$ cat src/rtl/x1_pkg.sv
`timescale 1ns/1ps
// x1_pkg
//    Shared definitions for the X1 GRAM arbiter slice: plane encodings,
//    arbiter FSM state type/encodings, default GRAM address width and a
//    small helper mapping a CPU plane select onto per-plane write enables.
package x1_pkg;

   localparam int GRAM_AW = 14;

   localparam logic [1:0] PLANE_B    = 2'd0;
   localparam logic [1:0] PLANE_R    = 2'd1;
   localparam logic [1:0] PLANE_G    = 2'd2;
   localparam logic [1:0] PLANE_NONE = 2'd3;

   typedef logic [1:0] arb_state_t;

   localparam arb_state_t ST_IDLE  = 2'd0;
   localparam arb_state_t ST_ISSUE = 2'd1;
   localparam arb_state_t ST_LAT   = 2'd2;
   localparam arb_state_t ST_DONE  = 2'd3;

   // Write enables ordered {G,R,B}; the "no plane" select writes nothing.
   function automatic logic [2:0] plane_we(input logic [1:0] plane);
      logic [2:0] we;
      we = 3'b000;
      case (plane)
         PLANE_B:    we = 3'b001;
         PLANE_R:    we = 3'b010;
         PLANE_G:    we = 3'b100;
         PLANE_NONE: we = 3'b000;
         default:    we = 3'b000;
      endcase
      return we;
   endfunction

endpackage

$ cat src/rtl/x1_gram_arbiter.sv
`timescale 1ns/1ps
// x1_gram_arbiter
//    Shares the single-ported three-plane GRAM (B/R/G, common address)
//    between Z80 accesses and CRTC video fetches. Video has priority,
//    limited by a streak counter so a waiting CPU access always completes.
//
//    Ports:
//       clk_sys, reset        system clock, async active-high reset
//       cpu_req/we/plane      CPU request (level until ack), direction, plane
//       cpu_addr/din          CPU address and write data
//       cpu_dout/ack          CPU read data (held) and one-cycle completion
//       cpu_wait_n            Z80 WAIT_n, low while a CPU access is pending
//       vid_req/vid_addr      one-cycle fetch request and its address
//       vid_data/vid_valid    fetched {G,R,B} (held) and one-cycle strobe
//       vid_overrun           sticky: fetch request replaced a pending one
//       mem_addr/we/din       GRAM address, per-plane write enables, data
//       mem_q                 GRAM read data {G,R,B}, RD_LAT after address
module x1_gram_arbiter
   import x1_pkg::*;
#(
   parameter int AW             = GRAM_AW,
   parameter int RD_LAT         = 1,
   parameter int MAX_VID_STREAK = 4
) (
   input  logic          clk_sys,
   input  logic          reset,
   input  logic          cpu_req,
   input  logic          cpu_we,
   input  logic [1:0]    cpu_plane,
   input  logic [AW-1:0] cpu_addr,
   input  logic [7:0]    cpu_din,
   output logic [7:0]    cpu_dout,
   output logic          cpu_ack,
   output logic          cpu_wait_n,
   input  logic          vid_req,
   input  logic [AW-1:0] vid_addr,
   output logic [23:0]   vid_data,
   output logic          vid_valid,
   output logic          vid_overrun,
   output logic [AW-1:0] mem_addr,
   output logic [2:0]    mem_we,
   output logic [7:0]    mem_din,
   input  logic [23:0]   mem_q
);

   localparam int SW = $clog2(MAX_VID_STREAK + 1);
   localparam int LW = $clog2(RD_LAT + 1);

   arb_state_t    r_state;
   logic          r_vp;
   logic [AW-1:0] r_vaddr;
   logic          r_cpu_done;
   logic [SW-1:0] r_streak;
   logic          r_gnt_vid;
   logic          r_we;
   logic [1:0]    r_plane;
   logic [LW-1:0] r_lat;
   logic [7:0]    r_cpu_dout;
   logic          r_cpu_ack;
   logic [23:0]   r_vid_data;
   logic          r_vid_valid;
   logic          r_overrun;
   logic [AW-1:0] r_mem_addr;
   logic [2:0]    r_mem_we;
   logic [7:0]    r_mem_din;

   logic          w_cp;
   logic          w_idle;
   logic          w_vp_any;
   logic          w_streak_ok;
   logic          w_gnt_vid;
   logic          w_gnt_cpu;
   logic [AW-1:0] w_gnt_vaddr;
   logic          w_lat_last;
   logic [7:0]    w_cpu_byte;

   assign w_cp        = cpu_req & ~r_cpu_done;
   assign w_idle      = (r_state == ST_IDLE);
   // A request arriving in an idle cycle is considered pending right away,
   // so a simultaneous CPU request still loses to video.
   assign w_vp_any    = r_vp | vid_req;
   assign w_streak_ok = (r_streak < SW'(MAX_VID_STREAK));
   assign w_gnt_vid   = w_idle & w_vp_any & (~w_cp | w_streak_ok);
   assign w_gnt_cpu   = w_idle & ~w_gnt_vid & w_cp;
   // An already latched request is older than one arriving this cycle.
   assign w_gnt_vaddr = r_vp ? r_vaddr : vid_addr;
   assign w_lat_last  = (r_lat == LW'(RD_LAT));

   always_comb begin
      w_cpu_byte = 8'hFF;
      case (r_plane)
         PLANE_B: w_cpu_byte = mem_q[7:0];
         PLANE_R: w_cpu_byte = mem_q[15:8];
         PLANE_G: w_cpu_byte = mem_q[23:16];
         default: w_cpu_byte = 8'hFF;
      endcase
   end

   always_ff @(posedge clk_sys or posedge reset) begin
      if (reset) begin
         r_state     <= ST_IDLE;
         r_vp        <= 1'b0;
         r_vaddr     <= '0;
         r_cpu_done  <= 1'b0;
         r_streak    <= '0;
         r_gnt_vid   <= 1'b0;
         r_we        <= 1'b0;
         r_plane     <= PLANE_NONE;
         r_lat       <= '0;
         r_cpu_dout  <= 8'hFF;
         r_cpu_ack   <= 1'b0;
         r_vid_data  <= '0;
         r_vid_valid <= 1'b0;
         r_overrun   <= 1'b0;
         r_mem_addr  <= '0;
         r_mem_we    <= '0;
         r_mem_din   <= '0;
      end else begin
         r_cpu_ack   <= 1'b0;
         r_vid_valid <= 1'b0;
         r_mem_we    <= '0;

         // Completion latch keeps a still-held request from running twice.
         if (!cpu_req)
            r_cpu_done <= 1'b0;
         else if (r_cpu_ack)
            r_cpu_done <= 1'b1;

         // Video pending flag and address latch.
         if (w_gnt_vid) begin
            if (r_vp && vid_req)
               r_vaddr <= vid_addr;
            else
               r_vp <= 1'b0;
         end else if (vid_req) begin
            r_vp    <= 1'b1;
            r_vaddr <= vid_addr;
            if (r_vp)
               r_overrun <= 1'b1;
         end

         if (w_idle) begin
            if (!w_cp)
               r_streak <= '0;
            else if (w_gnt_vid) begin
               if (w_streak_ok)
                  r_streak <= r_streak + 1'b1;
            end else
               r_streak <= '0;
         end

         case (r_state)
            ST_IDLE: begin
               if (w_gnt_vid) begin
                  r_gnt_vid  <= 1'b1;
                  r_we       <= 1'b0;
                  r_plane    <= PLANE_NONE;
                  r_mem_addr <= w_gnt_vaddr;
                  r_state    <= ST_ISSUE;
               end else if (w_gnt_cpu) begin
                  r_gnt_vid  <= 1'b0;
                  r_we       <= cpu_we;
                  r_plane    <= cpu_plane;
                  r_mem_addr <= cpu_addr;
                  // Enables are registered here so they are high during ISSUE.
                  if (cpu_we) begin
                     r_mem_we  <= plane_we(cpu_plane);
                     r_mem_din <= cpu_din;
                  end
                  r_state    <= ST_ISSUE;
               end
            end
            ST_ISSUE: begin
               if (!r_gnt_vid && r_we) begin
                  r_cpu_ack <= 1'b1;
                  r_state   <= ST_DONE;
               end else begin
                  r_lat   <= LW'(1);
                  r_state <= ST_LAT;
               end
            end
            ST_LAT: begin
               if (w_lat_last) begin
                  if (r_gnt_vid) begin
                     r_vid_data  <= mem_q;
                     r_vid_valid <= 1'b1;
                  end else begin
                     r_cpu_dout <= w_cpu_byte;
                     r_cpu_ack  <= 1'b1;
                  end
                  r_state <= ST_DONE;
               end else begin
                  r_lat <= r_lat + 1'b1;
               end
            end
            ST_DONE: begin
               r_state <= ST_IDLE;
            end
            default: begin
               r_state <= ST_IDLE;
            end
         endcase
      end
   end

   assign cpu_dout    = r_cpu_dout;
   assign cpu_ack     = r_cpu_ack;
   assign cpu_wait_n  = ~w_cp;
   assign vid_data    = r_vid_data;
   assign vid_valid   = r_vid_valid;
   assign vid_overrun = r_overrun;
   assign mem_addr    = r_mem_addr;
   assign mem_we      = r_mem_we;
   assign mem_din     = r_mem_din;

endmodule
$ cat config.mk
export PLATFORM = sky130hd
export DESIGN_NAME = x1_gram_arbiter
export DESIGN_NICKNAME = d
export VERILOG_FILES = /design/src/rtl/x1_pkg.sv /design/src/rtl/x1_gram_arbiter.sv
export SDC_FILE = /design/constraint.sdc
export NUM_CORES = 1
export LEC_CHECK = 0
export BUFFER_PORTS_ARGS = -buffer_cell sky130_fd_sc_hd__buf_2
export CORE_MARGIN = 1
export CORE_UTILIZATION = 30
export DETAILED_ROUTE_END_ITERATION = 10
export GPL_TIMING_DRIVEN = 0
export PLACE_DENSITY_LB_ADDON = 0.15
export SYNTH_ARGS = -nofsm -noshare
export SYNTH_HDL_FRONTEND = slang
export SYNTH_SLANG_ARGS = --single-unit
$ cat constraint.sdc
create_clock -name clk_sys -period 4.01 [get_ports clk_sys]
set_clock_uncertainty 0.2 [all_clocks]
set_input_delay 0.6015 -clock clk_sys [delete_from_list [all_inputs] [get_ports clk_sys]]
set_output_delay 0.6015 -clock clk_sys [all_outputs]
set_load 0.05 [all_outputs]
# == Yosys cells after proc, flatten, opt, wreduce, memory -nomap -nowiden ==
# Cells that the tools add are included.
# totals
register_bits,86
inputBits,67
out_inout_bits,61
word_cells,106
# classes
bitwise_logic,11
mux,41
eq_ne,15
n_addsub,2
magnitude_cmp,1
reduce_logical,19
# ops
operator,count
$mux 14,6
$pmux 8 s3,1
$mux 3,7
$mux 1,18
$pmux 3 s4,1
$reduce_and 2->1,6
$eq 2x2->1 const B,5
$mux 2,5
$reduce_and 3->1,3
$pmux 2 s4,1
$eq 2x1->1 const B,3
$logic_not 2->1,3
$ne 2x2->1 const B,3
$reduce_bool 2->1,3
$and 1x1->1,5
$ne 2x1->1 const B,2
$not 1->1,4
$pmux 1 s2,2
$reduce_and 4->1,1
$add 3x1->3 const B,1
$lt 3x3->1 const B,1
$ne 3x1->1 const B,1
$ne 3x3->1 const B,1
$logic_and 1x1->1,2
other kinds (3),4

# == Longest topological paths before layout ==
# depth
word_depth,11
mapped_depth,7
depth_no_buf,6

# == Worst setup path before layout ==
# No wires, ideal clock.
# synth_timing
kind,input to register
start,input port cpu_req
end,"register r_mem_addr[10], in the netlist mem_addr[10]"
path_slack_ps,1979
required_ps,3677
stages,5
t_arrival_ps,1698
path_cell_list,and2b_2 > inv_1 > a21o_1 > clkbuf_1 > o21ai_0
# synth_via
elab_chain_cells,9
elab_cells_between_ends,10
# synth_lines
item,line_no,rtl
"start, declared",x1_gram_arbiter.sv:27,"input logic cpu_req,"
$and 1x1->1 *,x1_gram_arbiter.sv:77,assign w_cp = cpu_req & ~r_cpu_done;
$not 1->1 *,--,
named net cpu_wait_n,x1_gram_arbiter.sv:34,"output logic cpu_wait_n,"
$or 1x1->1 *,x1_gram_arbiter.sv:83,assign w_gnt_vid = w_idle & w_vp_any & (~w_cp | w_streak_ok);
$and 1x1->1 *,x1_gram_arbiter.sv:83,
$not 1->1 (no line),--,
$and 1x1->1 (2 in a row),x1_gram_arbiter.sv:84,assign w_gnt_cpu = w_idle & ~w_gnt_vid & w_cp;
$reduce_bool 2->1 (no line),--,
$reduce_and 2->1 (no line),--,
"end signal, assigned",x1_gram_arbiter.sv:158,r_mem_addr <= w_gnt_vaddr;
"end signal, assigned",x1_gram_arbiter.sv:164,r_mem_addr <= cpu_addr;
"end, declared",x1_gram_arbiter.sv:63,logic [AW-1:0] r_mem_addr;
# The timed path passes the listed nets; every way through them passes the cells marked *.
# A chain may end at the register's enable or synchronous reset.

# == Worst setup path in the final report ==
# layout_timing
start,register r_state[0]
end,register r_vaddr[8]
# layout_via
elab_chain_cells,5
elab_cells_between_ends,7
# layout_lines
item,line_no,rtl
"start, declared",x1_gram_arbiter.sv:49,arb_state_t r_state;
"start signal, assigned",x1_gram_arbiter.sv:101,r_state <= ST_IDLE;
"start signal, assigned",x1_gram_arbiter.sv:159,r_state <= ST_ISSUE;
"start signal, assigned",x1_gram_arbiter.sv:170,r_state <= ST_ISSUE;
$logic_not 2->1 *,x1_gram_arbiter.sv:78,assign w_idle = (r_state == ST_IDLE);
$and 1x1->1 * (2 in a row),x1_gram_arbiter.sv:83,
$ne 2x1->1 (no line) / $reduce_bool 2->1 (equally long branches),--,
$reduce_and 2->1 (no line),--,
"end signal, assigned",x1_gram_arbiter.sv:132,r_vaddr <= vid_addr;
"end signal, assigned",x1_gram_arbiter.sv:137,r_vaddr <= vid_addr;
"end, declared",x1_gram_arbiter.sv:51,logic [AW-1:0] r_vaddr;
# Mark *: on every way between the ends. The rest lies on a longest branch, timed or not.

==> impl_metrics.tcl <==
set metrics [dict create \
    synth_seq_cells 86 \
    synthArstFlopShare_pct 100 \
    p_leak_nw 2.44 \
    synthesis.area_mm2 0.00382 \
    grt_pass1_vias 2740 \
    multi_input_area_mm2 0.00152 \
    synth_edf_count 0 \
    synthesis.instances 286 \
    top_usage_layer "met2" \
    grt_pass1_wl_mm 14.3 \
    initial_core_util_pct 31.3 \
    synth_area_leaders "dfrtp_1 50%, mux2_2 19%, dfstp_2 6.9%, mux2i_1 3.7%, o21ai_0 3.1%" \
    max-slew-margin-rel_pct 65.1 \
    grt_max_degree 52 \
    clockBufferDepth 2 \
    met1_usage_pct 18.2 \
    run_status "completed" \
    ant_nets 0 \
    yosysTopAreaCell "dfrtp_1" \
    irDropWorstVdd_mv 0.389 \
    hp-class "primary input to asynchronous set/reset pin" \
    ctsResizeCount 0 \
    placed_area_mm2 0.00469 \
    clk_latency_ns 0.34 \
    fin_cells 598 \
    nets 496 \
    path_max_fanout 10 \
    crit_required_ns 4.04 \
    drc 0 \
    synth_top_flop_cell "dfrtp_1" \
    reg2reg_setup_slack_ns 1.78 \
    grt_use_met3_pct 5.69 \
    seq_area_frac_synth_pct 56.7 \
    setup_viol 0 \
    antenna_found_initial 0 \
    avgViaCountPerCell 4.50 \
    slowest_delay_ns 0.42 \
    final_area_mm2 0.00498 \
    power.density_mw_per_mm2 963 \
    ys_top_cells_by_count "76 x dfrtp_1, 63 x mux2_2, 31 x nand2_1, 24 x o21ai_0, 14 x mux2i_1" \
    crit_type "flop to flop" \
    cts_root_buf "clkbuf_16" \
    post_cts_buffers 0 \
    hpwl_mm 6.45 \
    area_growth_pct 30.5 \
    final.setup.tns_ns 0 \
    dr_total_vias 2692 \
    arrival_ns 2.26 \
    tritoncts "yes" \
    path_clk_slew_ns 0.06 \
    grt_usage_pct 14.6 \
    synth_cell_types 39 \
    finalCritPeriodShare_pct 55.6 \
    fin_ws_ns 1.78 \
    grt_use_met2_pct 23.2 \
    cts_sinks 86 \
    max_cap_viol_count 0 \
    crit_slowest_cell "dfrtp_1" \
    reg2reg_depth 6 \
    min_period_ns 2.23 \
    cts_buffers 9 \
    postRouteWirelength_mm 9.08 \
    rows 40 \
    grt-ovfl-total 0 \
    rsz0062_at_grt "false" \
    ios 128 \
    die_h_um 115 \
    holdBufCountCts 0 \
    start_kind "flop" \
    regArea_mm2 0.00216 \
    htreeDepth 3 \
    wl_per_cell_um 15.2 \
    finalPower_mw 4.80 \
    cp-end-kind "flop" \
    syn_nets 357 \
    core_mm2 0.0122 \
    max_freq_mhz 448 \
    yosys_warnings 0 \
    fill_cells 1253 \
    slew_violations 0 \
    synth_area_per_cell_um2 13.3 \
    n_antenna_cell 0 \
    die_w_um 115 \
    final_layout_size_suffix_gt1_share_pct 56.0 \
    hold_viol 0 \
    tightest_slew_ns 0.523 \
    dr.pass1.iters 4 \
    dp_slack_ns 1.75 \
    synth.top_cell.area_share_pct 49.8 \
    gp_congestion 0.720 \
    die_area_mm2 0.0132 \
    yosysMostFrequentCell "dfrtp_1" \
    place_inst 582 \
    port_buffers 127 \
    drt_iter0_drc 82 \
    cp_cell_sequence "inv_1 -> ha_1 -> nand2_1 -> o21ai_2 -> buf_4 -> mux2_2" \
]
[sequential cells by signal (all words and copies together) (netlist names)]
name / flops
vid_data: 24
mem_addr: 14
r_vaddr: 14
cpu_dout: 8
mem_din: 8
mem_we: 3
r_streak: 3
r_plane: 2
r_state: 2
cpu_ack: 1
r_cpu_done: 1
r_gnt_vid: 1
r_lat: 1
r_vp: 1
r_we: 1
vid_overrun: 1
vid_valid: 1
[power breakdown]
group          total [mW]  leakage [nW]  switching, mW  internal, mW
sequential           1.45          1.02          0.174          1.27
clock               0.824         0.143          0.343         0.482
combinational        2.53          1.28           1.71         0.815
[worst max-delay path, delay by kind of cell, from the launching register on]
kind | cells | cell delay, ns
mux | 1 | 0.35
flops | 1 | 0.42
fa+ha+maj | 1 | 0.36
compound gates | 1 | 0.29
simple gates | 1 | 0.14
buf+inv | 2 | 0.36
[path summary, 6_finish.rpt]
| kind | startpoint | to |
|---|---|---|
| max in group asynchronous | reset | cpu_dout[3]$_DFFE_PP1P_ |
| hold / removal | reset | r_vaddr[1]$_DFFE_PP0P_ |
| min in group clk_sys | cpu_plane[1] | mem_we[0]$_DFF_PP0_ |
| setup reg to reg | r_state[0]$_DFFE_PP0P_ | r_vaddr[8]$_DFFE_PP0P_ |
| hold reg to reg | vid_overrun$_DFFE_PP0P_ | vid_overrun$_DFFE_PP0P_ |
| setup / recovery | r_state[0]$_DFFE_PP0P_ | r_vaddr[8]$_DFFE_PP0P_ |
[cells by family after synthesis]
logic type	Yosys count	synth area share, %
adder cells (fa/ha/maj)	5	1.61
flip-flops	86	56.7
AO/OA/AOI/OAI	45	7.18
AND/OR/NAND/NOR	45	6.33
multiplexers	83	24.6
buffers and inverters	22	3.57
[through the flow]
stage,hold WS (ns),utilization (%)
after floorplan,0.246,-
after global placement,0.248,38.2
after detailed placement,0.256,38.4
after CTS,0.104,40.8
after global routing,0.121,40.8
final,0.0956,40.8
[metal layers]
metal  vias up  share of wire [%]
met5         -                  0
met4         0                1.0
met2        71                 47
met3         6                5.8
met1      1311                 46
li1       1304                  -
[cell usage in the layout (no fill, tap or decap), drive strengths merged, types with 2 or more instances in the layout]
cell / instances
inv: 8
nand3b: 4
o21ai: 25
ha: 4
mux2: 69
nor2: 2
dfrtp: 76
o22a: 3
clkinv: 3
clkbuf: 14
buf: 139
nand2: 31
nor3b: 2
dfstp: 10
mux2i: 14
o22ai: 8
[layout make-up]
class / instances / share of cell area [%]
inverters: 7 / 0.577
flip-flops and latches: 86 / 43.4
well taps: 168 / 4.22
multi-input cells: 178 / 30.4
plain buffers: 15 / 2.21
clock buffers: 10 / 4.59
clock inverters: 6 / 1.23
repair buffers: 128 / 13.3
Power figures use the tool's default switching activity.
